--- config.mk ---
export PLATFORM = sky130hd
export DESIGN_NAME = lcd_spi_fifo
export DESIGN_NICKNAME = d
export VERILOG_FILES = /design/src/rtl/lcd_spi_fifo.sv
export SDC_FILE = /design/constraint.sdc
export NUM_CORES = 1
export LEC_CHECK = 0
export ABC_AREA = 1
export CAP_MARGIN = 20
export CORE_ASPECT_RATIO = 0.5
export CORE_MARGIN = 2
export CORE_UTILIZATION = 46
export DETAILED_ROUTE_END_ITERATION = 10
export DONT_BUFFER_PORTS = 1
export PLACE_DENSITY = 0.61
export SYNTH_ARGS = -nofsm -noshare
export SYNTH_HDL_FRONTEND = slang
export SYNTH_SLANG_ARGS = --single-unit
--- constraint.sdc ---
create_clock -name clock -period 2.65 [get_ports clock]
set_input_delay 0.53 -clock clock [delete_from_list [all_inputs] [get_ports clock]]
set_output_delay 0.53 -clock clock [all_outputs]
set_load 0.03 [all_outputs]
--- src/rtl/lcd_spi_fifo.sv ---
// lcd_spi_fifo: FIFO-buffered mode-0 SPI master with D/C tagging; define LCD_SPI_LSB_FIRST_EN for LSB-first words
module lcd_spi_fifo #(
  parameter int DATA_WIDTH     = 8,
  parameter int SPI_CLK_PERIOD = 16,
  parameter int FIFO_DEPTH     = 16,
  parameter int CS_IDLE_CYCLES = 2
) (
  input  logic                          clock,
  input  logic                          reset,
  input  logic [DATA_WIDTH-1:0]         data_i,
  input  logic                          dc_i,
  input  logic                          valid_i,
  output logic                          ready_o,
  output logic [$clog2(FIFO_DEPTH):0]   level_o,
  output logic                          busy_o,
  output logic                          done_o,
  output logic                          spi_clk_o,
  output logic                          spi_dat_o,
  output logic                          spi_dc_o,
  output logic                          spi_cs_n_o
);
  localparam int HALF = SPI_CLK_PERIOD / 2;
  localparam int AW = $clog2(FIFO_DEPTH);
  localparam int CW = $clog2(HALF + CS_IDLE_CYCLES + 1);
  localparam int BW = $clog2(DATA_WIDTH + 1);
  typedef enum logic [2:0] {IDLE, LOW, HIGH, HOLD, GAP} state_t;
  state_t state, state_nx;
  logic [DATA_WIDTH:0] mem [FIFO_DEPTH];
  logic [AW-1:0] wr_ptr, rd_ptr;
  logic [DATA_WIDTH-1:0] shreg, shifted;
  logic dc_reg, cur_bit;
  logic [CW-1:0] cnt;
  logic [BW-1:0] bit_cnt;
  logic push, pop, shift, half_end, gap_end, last_bit;
`ifdef LCD_SPI_LSB_FIRST_EN
  assign cur_bit = shreg[0];
  assign shifted = shreg >> 1;
`else
  assign cur_bit = shreg[DATA_WIDTH-1];
  assign shifted = shreg << 1;
`endif
  assign push = valid_i && ready_o;
  assign half_end = cnt == CW'(HALF - 1);
  assign gap_end = cnt == CW'(CS_IDLE_CYCLES - 1);
  assign last_bit = bit_cnt == BW'(DATA_WIDTH - 1);
  assign shift = state == HIGH && half_end && !last_bit;
  assign ready_o = level_o != (AW+1)'(FIFO_DEPTH);
  assign busy_o = state != IDLE || level_o != '0;
  always_ff @(posedge clock or posedge reset) begin
    if (reset) state <= IDLE;
    else state <= state_nx;
  end
  always_comb begin
    state_nx = state;
    pop = 1'b0;
    case (state)
      IDLE: begin
        pop = level_o != '0;
        state_nx = pop ? LOW : IDLE;
      end
      LOW: state_nx = half_end ? HIGH : LOW;
      HIGH: begin
        pop = half_end && last_bit && level_o != '0;
        state_nx = !half_end ? HIGH : (!last_bit || pop) ? LOW : HOLD;
      end
      HOLD: state_nx = half_end ? GAP : HOLD;
      GAP: state_nx = gap_end ? IDLE : GAP;
      default: state_nx = IDLE;
    endcase
  end
  always_ff @(posedge clock) begin
    if (push) mem[wr_ptr] <= {dc_i, data_i};
  end
  always_ff @(posedge clock or posedge reset) begin
    if (reset) begin
      wr_ptr <= '0;
      rd_ptr <= '0;
      level_o <= '0;
    end else begin
      wr_ptr <= push ? wr_ptr + AW'(1) : wr_ptr;
      rd_ptr <= pop ? rd_ptr + AW'(1) : rd_ptr;
      level_o <= level_o + (AW+1)'(push) - (AW+1)'(pop);
    end
  end
  // a fresh word is loaded on every pop, so the burst continues without a gap
  always_ff @(posedge clock or posedge reset) begin
    if (reset) begin
      cnt <= '0;
      bit_cnt <= '0;
      shreg <= '0;
      dc_reg <= 1'b0;
    end else begin
      cnt <= (state_nx != state || state == IDLE) ? '0 : cnt + CW'(1);
      bit_cnt <= pop ? '0 : shift ? bit_cnt + BW'(1) : bit_cnt;
      shreg <= pop ? mem[rd_ptr][DATA_WIDTH-1:0] : shift ? shifted : shreg;
      dc_reg <= pop ? mem[rd_ptr][DATA_WIDTH] : dc_reg;
    end
  end
  // pins are registered copies of the FSM view, one cycle behind the state
  always_ff @(posedge clock or posedge reset) begin
    if (reset) begin
      spi_clk_o <= 1'b0;
      spi_dat_o <= 1'b0;
      spi_dc_o <= 1'b0;
      spi_cs_n_o <= 1'b1;
      done_o <= 1'b0;
    end else begin
      spi_clk_o <= state == HIGH;
      spi_dat_o <= (state == LOW || state == HIGH) && cur_bit;
      spi_dc_o <= dc_reg;
      spi_cs_n_o <= !(state == LOW || state == HIGH || state == HOLD);
      done_o <= state == HIGH && half_end && last_bit;
    end
  end
endmodule

==> results of run 1 <==
==> per-layer routing <==
layer	routed length (um)	track usage	vias to the layer above
li1	-	-	2453
met4	300	0.0751	0
met3	991	0.0399	27
met1	7980	0.284	2431
met5	0	0	-
met2	7580	0.296	138
==> cell type report <==
class / instances / area (um2) / share of cell area
sequential: 182 / 5280 / 0.594
multi-input combinational: 438 / 2210 / 0.249
clock buffer: 18 / 429 / 0.0483
tap: 227 / 284 / 0.0319
timing repair buffer: 34 / 280 / 0.0315
inverter: 65 / 246 / 0.0277
clock inverter: 14 / 158 / 0.0177
==> power by group through the flow <==
| stage | registers, mW | clock network (mW) | logic, mW |
|---|---|---|---|
| 6_report | 3.49 | 2.52 | 0.934 |
| 5_1_grt | 3.52 | 2.66 | 1.05 |
| 4_1_cts | 3.49 | 2.55 | 0.948 |
| 3_5_place_dp | 3.55 | 0 | 0.942 |
| 3_3_place_gp | 3.55 | 0 | 0.919 |
| 2_1_floorplan | 3.63 | 0 | 0.525 |
==> stage by stage <==
step	instance area (um2)	util
3_3_place_gp	8300	0.500
3_5_place_dp	8300	0.500
5_1_grt	8890	0.536
6_report	8890	0.536
4_1_cts	8890	0.536
2_1_floorplan	7930	-
==> cells in the final DEF, fill, tap and decap left out, drive strengths merged, types with 2 or more instances in the layout <==
| cell type | netlist | final |
|---|---|---|
| nand3 | 82 | 82 |
| nand4 | 9 | 9 |
| a21oi | 2 | 2 |
| a21boi | 2 | 2 |
| o211ai | 7 | 7 |
| buf | 21 | 34 |
| xor2 | 12 | 12 |
| nor2 | 114 | 114 |
| nand2 | 140 | 140 |
| nor3 | 2 | 2 |
| ha | 14 | 14 |
| dfrtp | 37 | 37 |
| edfxtp | 144 | 144 |
| xnor2 | 2 | 2 |
| clkbuf | 9 | 18 |
| inv | 64 | 72 |
| o21ai | 50 | 50 |
| clkinvlp | 0 | 2 |
| clkinv | 1 | 4 |
==> final timing paths <==
check,slack (ns),startpoint,to
setup reg to reg,0.23,cnt[0]$_DFF_PP0_,level_o[4]$_DFF_PP0_
min in group clock,0.18,dc_i,mem[12][8]$_DFFE_PP_
hold / removal,0.11,reset,level_o[4]$_DFF_PP0_
hold reg to reg,0.41,dc_reg$_DFFE_PP0N_,spi_dc_o$_DFF_PP0_
max in group asynchronous,2.18,reset,rd_ptr[0]$_DFFE_PP0N_
setup / recovery,0.23,cnt[0]$_DFF_PP0_,level_o[4]$_DFF_PP0_
==> cells by family after synthesis <==
kind of cell	after synthesis	synth area share
buf+inv	95	0.0553
xor+xnor	14	0.0155
fa+ha+maj	15	0.0247
flops	182	0.667
simple gates	348	0.196
compound gates	61	0.0414
==> reports/metrics.csv, run 1 <==
stage;metric;value;unit
status;status;finished, final reports clean;
detailed_routing;antenna_left;0;
clocking;cts_tree;built;
power_and_ir_drop;swShare;0.273;
timing;relSlewSlack;0.438;
final_layout;final_nets;765;
die;die-area;0.0183;mm2
clocking;clk_pin_slew_worst_paths;0.07;ns
setup_path;r2r_cells;13;
synthesis;yosysSeqAreaShare;0.667;
timing;tightest_slew;0.842;ns
clocking;cts.sinks;182;
die;pin_count;24;
detailed_routing;vias;5049;
setup_path;cp.depth;13;
flow_run;max_cap_viol_count;0;
synthesis;synth_area_per_cell;11.1;um2
global_route;overflow;0;
timing;whs;0.107;ns
synthesis;synth-edff-count;144;
timing;slew_viol_final;0;
detailed_routing;drc;0;
power_and_ir_drop;power_switching;1.90;mW
clocking;cts_root_buf;clkbuf_16;
setup_path;crit_type;reg2reg;
global_route;grt_max_degree;81;
setup_path;critPathTopFamily;adder cells;
synthesis;synth_top_area_frac;0.546;
timing;finalSetupViolCount;0;
global_route;grt_use_total;0.197;
synthesis;synthTopCellsByCount;edfxtp_1 (144), nand2_1 (135), nor2_1 (110), nand3_1 (77), inv_1 (55);
setup_path;crit_path_max_fanout;6;
clocking;clkLatencyLatePin;0.44;ns
setup_path;arrival;2.73;ns
setup_path;cp-end-kind;flop;
synthesis;netlist_area;0.00791;mm2
synthesis;yosys_register_bits;182;
global_route;grt_pass1_wl;27.3;mm
setup_path;crit_path_frequent_cell;ha_1;
placed_design;hpwl;10.5;mm
die;placementRows;33;
final_layout;antenna_cells;0;
power_and_ir_drop;p_clk_frac;0.362;
synthesis;yosysMostFrequentCell;edfxtp_1;
timing;rsz0062_at_grt;false;
timing;post-route-period-util;0.913;
clocking;ctsHoldBuffers;0;
placed_design;port_buffers;0;
synthesis;netlist_instances;715;
synthesis;ys.flop_type;edfxtp_1;
die;coreArea;0.0166;mm2
clocking;clk_path_buf_depth;2;
detailed_routing;viasPerCell;5.16;
final_layout;largest_register_ffs;144;
die;start_util;0.477;
detailed_routing;drt-total-wl;16.8;mm
setup_path;cp-start-kind;flop;
timing;setup_tns;0;ns
synthesis;ys_types;35;
detailed_routing;drtIter0Drc;307;
detailed_routing;dr.pass1.iters;5;
synthesis;synth.area.top_cells;edfxtp_1 (55%), dfrtp_1 (12%), nand2_1 (6.4%);
global_route;grt_pass1_vias;4917;
power_and_ir_drop;internal_power;5.05;mW
setup_path;cpPeakStageDelay;0.39;ns
power_and_ir_drop;p_per_area;781;mW/mm2
final_layout;largest-register;mem;
power_and_ir_drop;peakVddDrop;602;uV
synthesis;synth_nets;742;
setup_path;path_cells;ha_1, nand3_4, nor2_4, nand3_4, nand2_8, ha_1, inv_1, ha_1, inv_1, fa_2, o21ai_1, a21oi_1, xor2_1;
clocking;cts_buffers;17;
die;fp.dieH;96.7;um
synthesis;synth_area_leader_cell;edfxtp_1;
setup_path;path_buf_inv;2;
min_path;hold_class;in2async;
power_and_ir_drop;p_leak;3.47;nW
timing;fmax;413;MHz
placed_design;place_ws;0.218;ns
timing;skew;0.0144;ns
timing;hold_violations;0;
power_and_ir_drop;seq_power_share;0.503;
synthesis;yosys_warnings;0;
power_and_ir_drop;comb_power_share;0.135;
detailed_routing;wl_per_cell;17.2;um
final_layout;fill_cells;1381;
placed_design;place_congestion;0.841;
synthesis;synthArstFlopShare;0.209;
die;die_w;189;um
final_layout;drive_above_1_share;0.132;
clocking;htree_levels;4;
setup_path;required;2.96;ns
placed_design;dp_cells;946;
clocking;cts.repair.resized;0;
final_layout;syn_to_final_growth;12.3;%
setup_path;cp_slowest_cell;dfrtp_1;
clocking;post_cts_buffers;0;
global_route;antenna_found_initial;0;
timing;layout_min_cycle_time;2.42;ns
timing;fin_ws;0.231;ns
final_layout;final_cell_count_no_fill;978;
power_and_ir_drop;total_power;6.94;mW
final_layout;top_regs;mem (144), shreg (8), level_o (5);
(Power assumes the default switching activity.)
==> inputs of run 2 (changes only) <==
CAP_MARGIN = default   (was 20)
CORE_MARGIN = default   (was 2)
==> reports/metrics.csv, run 2 (synthesis results as in run 1) <==
stage;metric;value;unit;change
timing;relSlewSlack;0.477;;was 0.438
final_layout;largest-register;mem;;unchanged
setup_path;reg2reg_to;level_o[4]$_DFF_PP0_;;unchanged
timing;setup_tns;0;ns;unchanged
die;start_util;0.477;;unchanged
power_and_ir_drop;p_clk_frac;0.359;;was 0.362
clocking;cts_buffers;17;;unchanged
global_route;grt_max_degree;81;;unchanged
setup_path;rrSetupSlack;0.24;ns;was 0.23 ns
setup_path;crit_type;reg2reg;;unchanged
power_and_ir_drop;internal_power;4.97;mW;was 5.05 mW
die;die_w;187;um;was 189 um
clocking;clkLatencyLatePin;0.43;ns;was 0.44 ns
timing;rsz0062_at_grt;false;;unchanged
global_route;grt_use_total;0.205;;was 0.197
placed_design;port_buffers;0;;unchanged
setup_path;arrival;2.72;ns;was 2.73 ns
power_and_ir_drop;p_per_area;780;mW/mm2;was 781 mW/mm2
detailed_routing;viasPerCell;5.20;;was 5.16
clocking;clk_path_buf_depth;2;;unchanged
detailed_routing;drtIter0Drc;412;;was 307
final_layout;final_cell_count_no_fill;973;;was 978
final_layout;fill_cells;1406;;was 1381
timing;fin_ws;0.243;ns;was 0.231 ns
timing;post-route-period-util;0.908;;was 0.913
setup_path;cp_slowest_cell;dfrtp_1;;unchanged
final_layout;fin_area;0.00885;mm2;was 0.00889 mm2
placed_design;place_ws;0.228;ns;was 0.218 ns
die;coreArea;0.0166;mm2;unchanged
detailed_routing;drt-total-wl;16.8;mm;about the same
status;status;finished, final reports clean;;unchanged
global_route;antenna_found_initial;0;;unchanged
detailed_routing;wl_per_cell;17.3;um;was 17.2 um
global_route;grt_pass1_vias;4963;;was 4917
final_layout;top_regs;mem (144), shreg (8), level_o (5);;unchanged
timing;fmax;416;MHz;was 413 MHz
flow_run;max_cap_viol_count;0;;unchanged
power_and_ir_drop;swShare;0.280;;was 0.273
power_and_ir_drop;power_switching;1.93;mW;was 1.90 mW
min_path;hold_class;in2async;;unchanged
final_layout;largest_register_ffs;144;;unchanged
clocking;cts_root_buf;clkbuf_16;;unchanged
global_route;overflow;0;;unchanged
final_layout;final_cell_mix;edfxtp_1 (144), nand2_1 (134), nor2_1 (110);;unchanged
die;die-area;0.0178;mm2;was 0.0183 mm2
clocking;cts.repair.resized;0;;unchanged
setup_path;path_cells;ha_1, nand3_4, nor2_4, nand3_4, nand2_8, ha_1, inv_1, ha_1, inv_1, fa_2, o21ai_1, a21oi_1, xor2_1;;unchanged
clocking;ctsHoldBuffers;0;;unchanged
final_layout;fin_util;0.533;;was 0.536
setup_path;r2r_cells;13;;unchanged
power_and_ir_drop;peakVddDrop;492;uV;was 602 uV
setup_path;critPathTopFamily;adder cells;;unchanged
final_layout;drive_above_1_share;0.127;;was 0.132
clocking;cts_tree;built;;unchanged
setup_path;path_buf_inv;2;;unchanged
clocking;clk_pin_slew_worst_paths;0.07;ns;about the same
setup_path;cp-end-kind;flop;;unchanged
timing;slew_viol_final;0;;unchanged
detailed_routing;drc;0;;unchanged
clocking;cts.sinks;182;;unchanged
setup_path;r2r_start;cnt[0]$_DFF_PP0_;;unchanged
setup_path;cpPeakStageDelay;0.39;ns;about the same
final_layout;syn_to_final_growth;11.9;%;was 12.3%
placed_design;hpwl;10.3;mm;was 10.5 mm
detailed_routing;dr.pass1.iters;5;;unchanged
final_layout;final_common_cell;edfxtp_1;;unchanged
power_and_ir_drop;p_leak;3.45;nW;was 3.47 nW
timing;layout_min_cycle_time;2.41;ns;was 2.42 ns
setup_path;required;2.96;ns;about the same
setup_path;cp-start-kind;flop;;unchanged
placed_design;place_congestion;0.858;;was 0.841
setup_path;crit_path_frequent_cell;ha_1;;unchanged
clocking;htree_levels;4;;unchanged
timing;hold_violations;0;;unchanged
final_layout;antenna_cells;0;;unchanged
timing;tightest_slew;0.784;ns;was 0.842 ns
timing;finalSetupViolCount;0;;unchanged
setup_path;crit_path_max_fanout;6;;unchanged
die;placementRows;33;;unchanged
power_and_ir_drop;seq_power_share;0.506;;was 0.503
placed_design;dp_cells;942;;was 946
timing;skew;0.0110;ns;was 0.0144 ns
clocking;post_cts_buffers;0;;unchanged
detailed_routing;vias;5061;;was 5049
placed_design;dpl_cell_area;0.00827;mm2;was 0.00830 mm2
power_and_ir_drop;comb_power_share;0.135;;about the same
global_route;grt_pass1_wl;27.1;mm;was 27.3 mm
detailed_routing;antenna_left;0;;unchanged
final_layout;final_nets;761;;was 765
die;fp.dieH;94.7;um;was 96.7 um
die;pin_count;24;;unchanged
run 2: cell count changes in the layout (fill, tap and decap cells not counted):
cell        previous run  this run
clkinvlp_4             2         1
bufinv_16              1         0
clkinv_8               1         2
clkinv_2               1         0
inv_8                  5         7
clkbuf_1               1         0
inv_6                  3         2
clkinv_4               1         2
buf_4                 32        28
run 2: worst max path at each step:
stage | from | to | slack, ns | cells after the start
after floorplan | level_o[3]$_DFF_PP0_ | level_o[4]$_DFF_PP0_ | 0.03 | 12
after global placement | level_o[3]$_DFF_PP0_ | level_o[4]$_DFF_PP0_ | 0.27 | 13
after detailed placement | cnt[0]$_DFF_PP0_ | level_o[4]$_DFF_PP0_ | 0.23 | 13
after CTS | cnt[0]$_DFF_PP0_ | level_o[4]$_DFF_PP0_ | 0.21 | 13
after global routing | cnt[0]$_DFF_PP0_ | level_o[4]$_DFF_PP0_ | 0.02 | 13
final | cnt[0]$_DFF_PP0_ | level_o[4]$_DFF_PP0_ | 0.24 | 13
run 2: per-stage QoR:
stage / hold WS [ns] / power (mW)
after floorplan: 0.354 / 4.16
after global placement: 0.400 / 4.46
after detailed placement: 0.393 / 4.49
after CTS: 0.117 / 6.95
after global routing: 0.141 / 7.20
final: 0.102 / 6.90
run 2: per-layer routing:
layer | GRT usage | vias to the layer above | wire (um)
met5 | 0 | - | 0
met4 | 0.0779 | 0 | 274
met3 | 0.0353 | 22 | 1170
met2 | 0.322 | 174 | 7480
met1 | 0.287 | 2417 | 7880
li1 | - | 2448 | -
run 2: final cells by class:
class	instances	area, um2	share of cell area
flip-flops and latches	182	5280	0.596
multi-input cells	438	2210	0.250
clock buffers	17	425	0.0481
well taps	227	284	0.0321
repair buffers	30	250	0.0283
inverters	65	246	0.0278
clock inverters	14	154	0.0174
run 2: power by group through the flow:
stage / sequential [mW] / clock [mW] / combinational [mW]
after floorplan: 3.63 / 0 / 0.525
after global placement: 3.55 / 0 / 0.910
after detailed placement: 3.56 / 0 / 0.932
after CTS: 3.49 / 2.52 / 0.937
after global routing: 3.52 / 2.64 / 1.04
final: 3.49 / 2.48 / 0.931
==> patch: new RTL, settings of run 1 <==
Reset style: synchronous (`reset`), changed in 4 clocked blocks.
--- a/src/rtl/lcd_spi_fifo.sv
+++ b/src/rtl/lcd_spi_fifo.sv
@@ -47,5 +47,5 @@
   assign ready_o = level_o != (AW+1)'(FIFO_DEPTH);
   assign busy_o = state != IDLE || level_o != '0;
-  always_ff @(posedge clock or posedge reset) begin
+  always_ff @(posedge clock) begin
     if (reset) state <= IDLE;
     else state <= state_nx;
@@ -72,5 +72,5 @@
     if (push) mem[wr_ptr] <= {dc_i, data_i};
   end
-  always_ff @(posedge clock or posedge reset) begin
+  always_ff @(posedge clock) begin
     if (reset) begin
       wr_ptr <= '0;
@@ -84,5 +84,5 @@
   end
   // a fresh word is loaded on every pop, so the burst continues without a gap
-  always_ff @(posedge clock or posedge reset) begin
+  always_ff @(posedge clock) begin
     if (reset) begin
       cnt <= '0;
@@ -98,5 +98,5 @@
   end
   // pins are registered copies of the FSM view, one cycle behind the state
-  always_ff @(posedge clock or posedge reset) begin
+  always_ff @(posedge clock) begin
     if (reset) begin
       spi_clk_o <= 1'b0;
Formal check against the unedited RTL: differs if reset is asserted again (counterexample within 4 cycles, from zero or initial values and one cycle with reset high); with reset held inactive, the same outputs for 10 cycles.
==> patch against run 1 <==
Routed wire length increased by 4.6%; die area increased by 0.54%; global-route usage increased by 0.50 points; worst hold slack improved by 0.040 ns; worst setup slack got worse by 0.016 ns; synthesized cell count increased by 11%; sequential cell count increased by 4; synthesized area increased by 0.55%; design area increased by 0.69%; largest cell class unchanged.
Power is not compared: it rests on default switching activity, and its combinational part moved more than twofold at a synthesized area within 25%.
==> patch: results (changes against run 1) <==
[outcome]
outcome = finished, final reports clean

[global_routing]
global_route.usage.met1 = 0.3066  ; +0.02221
grt_max_degree = 50  ; -38%
grtUsageTotal = 0.2021  ; +0.004971
use_met3 = 0.04753  ; +0.007620
met2_usage = 0.2869  ; -0.008659
grt_pass1_vias = 4971  ; +1.1%
grt_pass1_wl_mm = 27.76  ; +1.7%
grt_antenna_before_repair = 0  ; unchanged

[finish]
final_nets = 841  ; +9.9%
top_regs = mem x144, shreg x8, level_o x5
fill_cells = 1440  ; +4.3%
diodes = 0  ; unchanged
drive_above_1_share = 0.1100  ; -0.02179

[clock_network]
post_cts_buffers = 0  ; unchanged
hold_buffers = 0  ; unchanged
cts_buffers = 17  ; unchanged
cts.htree.levels = 4  ; unchanged
clockBufferDepth = 2  ; unchanged
worst_skew_pair.late_latency_ns = 0.44  ; about the same
cts-root-buf = clkbuf_16
clk_pin_slew_ns = 0.08
cts_resized = 0  ; unchanged

[synthesis]
synth-adder-area-share = 0.02453  ; -0.0001357
synth_cell_type_count = 39  ; +11%
async_flop_share = 0  ; -0.2088
synth_common_cells = nand2_1, edfxtp_1, nand3_1
synthXorXnorAreaFrac = 0.005503  ; -0.009991
synthMuxAreaShare = 0  ; unchanged
seq_area_frac_synth = 0.6491  ; -0.01766
synth_edf_count = 144  ; unchanged
syn_nets = 818  ; +10%
synth_compound_area_frac = 0.03711  ; -0.004316
ys_warn_count = 0  ; unchanged
synthTopCellsByArea = edfxtp_1, dfxtp_1, nand2_1

[detailed_routing]
drtIter0Drc = 483  ; +57%
first_pass_iters = 5  ; unchanged
viasPerCell = 5.089  ; -1.4%
wl_per_cell_um = 16.72  ; -2.9%

[place]
dp_slack_ns = 0.03813  ; -0.1799 ns
dp_hpwl_mm = 11.03  ; +5.6%
place_congestion = 0.8534  ; +1.4%
port_buffers = 0  ; unchanged
placed_cell_area_um2 = 8352  ; +0.59%

[critical_path]
cp.arrival_ns = 2.81  ; +0.08 ns
critPathMaxFanout = 4  ; -2
cp_top_family = adder cells
critPathMaxStageDelay_ns = 0.36  ; -0.03 ns
cp_slowest_cell = fa_2

[hold_path]
hold_path_class = in2reg

[pwr]
p_leak_nw = 3.593
ir_worst_vdd_mv = 0.5482

[sta]
worst_slew_pin_slew_ns = 0.5977  ; -0.2445 ns
finClkSkew_ns = 0.01050  ; -0.003880 ns

[patch: per-layer routing]
layer	part of all wire	routed length, µm	vias up
met5	0	0	-
met4	0.013	232	0
met3	0.066	1170	16
met2	0.42	7462	166
met1	0.50	8762	2522
li1	-	-	2660
[patch: worst paths after layout]
path	startpoint	end	slack, ns	cells after the start
max	level_o[2]	level_o[4]	0.21	13
min reg2reg	cnt[0]	cnt[0]	0.44	1
max reg2reg	level_o[2]	level_o[4]	0.21	13
min	reset	level_o[1]	0.15	1
[patch: cell families (layout without fill, tap and decap cells)]
| kind of cell | count (synthesis) | after routing |
|---|---|---|
| AOI/OAI and AO/OA | 54 | 54 |
| adders and majority gates | 15 | 15 |
| and+or+nand+nor | 421 | 421 |
| buffers and inverters | 110 | 146 |
| DFF | 186 | 186 |
| xor gates and xnor gates | 5 | 5 |
[patch: power breakdown]
part | switching, mW | internal [mW]
Clock | 1.23 | 1.26
Combinational | 1.74 | 0.838
Sequential | 0.109 | 3.36
[patch: final cells by class]
class / count / area share
repair buffers: 34 / 0.02991
clock inverters: 15 / 0.01733
well taps: 227 / 0.03173
multi-input cells: 495 / 0.2624
inverters: 80 / 0.03355
clock buffers: 17 / 0.04753
flip-flops and latches: 186 / 0.5776
[patch: per-stage QoR]
| step | total power, mW | cells | hold slack, ns | util |
|---|---|---|---|---|
| 4_1_cts | 8.541 | 1053 | 0.1402 | 0.5368 |
| 3_5_place_dp | 6.070 | 1021 | 0.4584 | 0.5019 |
| 2_1_floorplan | 5.380 | 791 | 0.4108 | - |
| 6_report | 8.541 | 1054 | 0.1474 | 0.5379 |
| 5_1_grt | 9.075 | 1054 | 0.1336 | 0.5379 |
| 3_3_place_gp | 6.054 | 1021 | 0.4484 | 0.5019 |
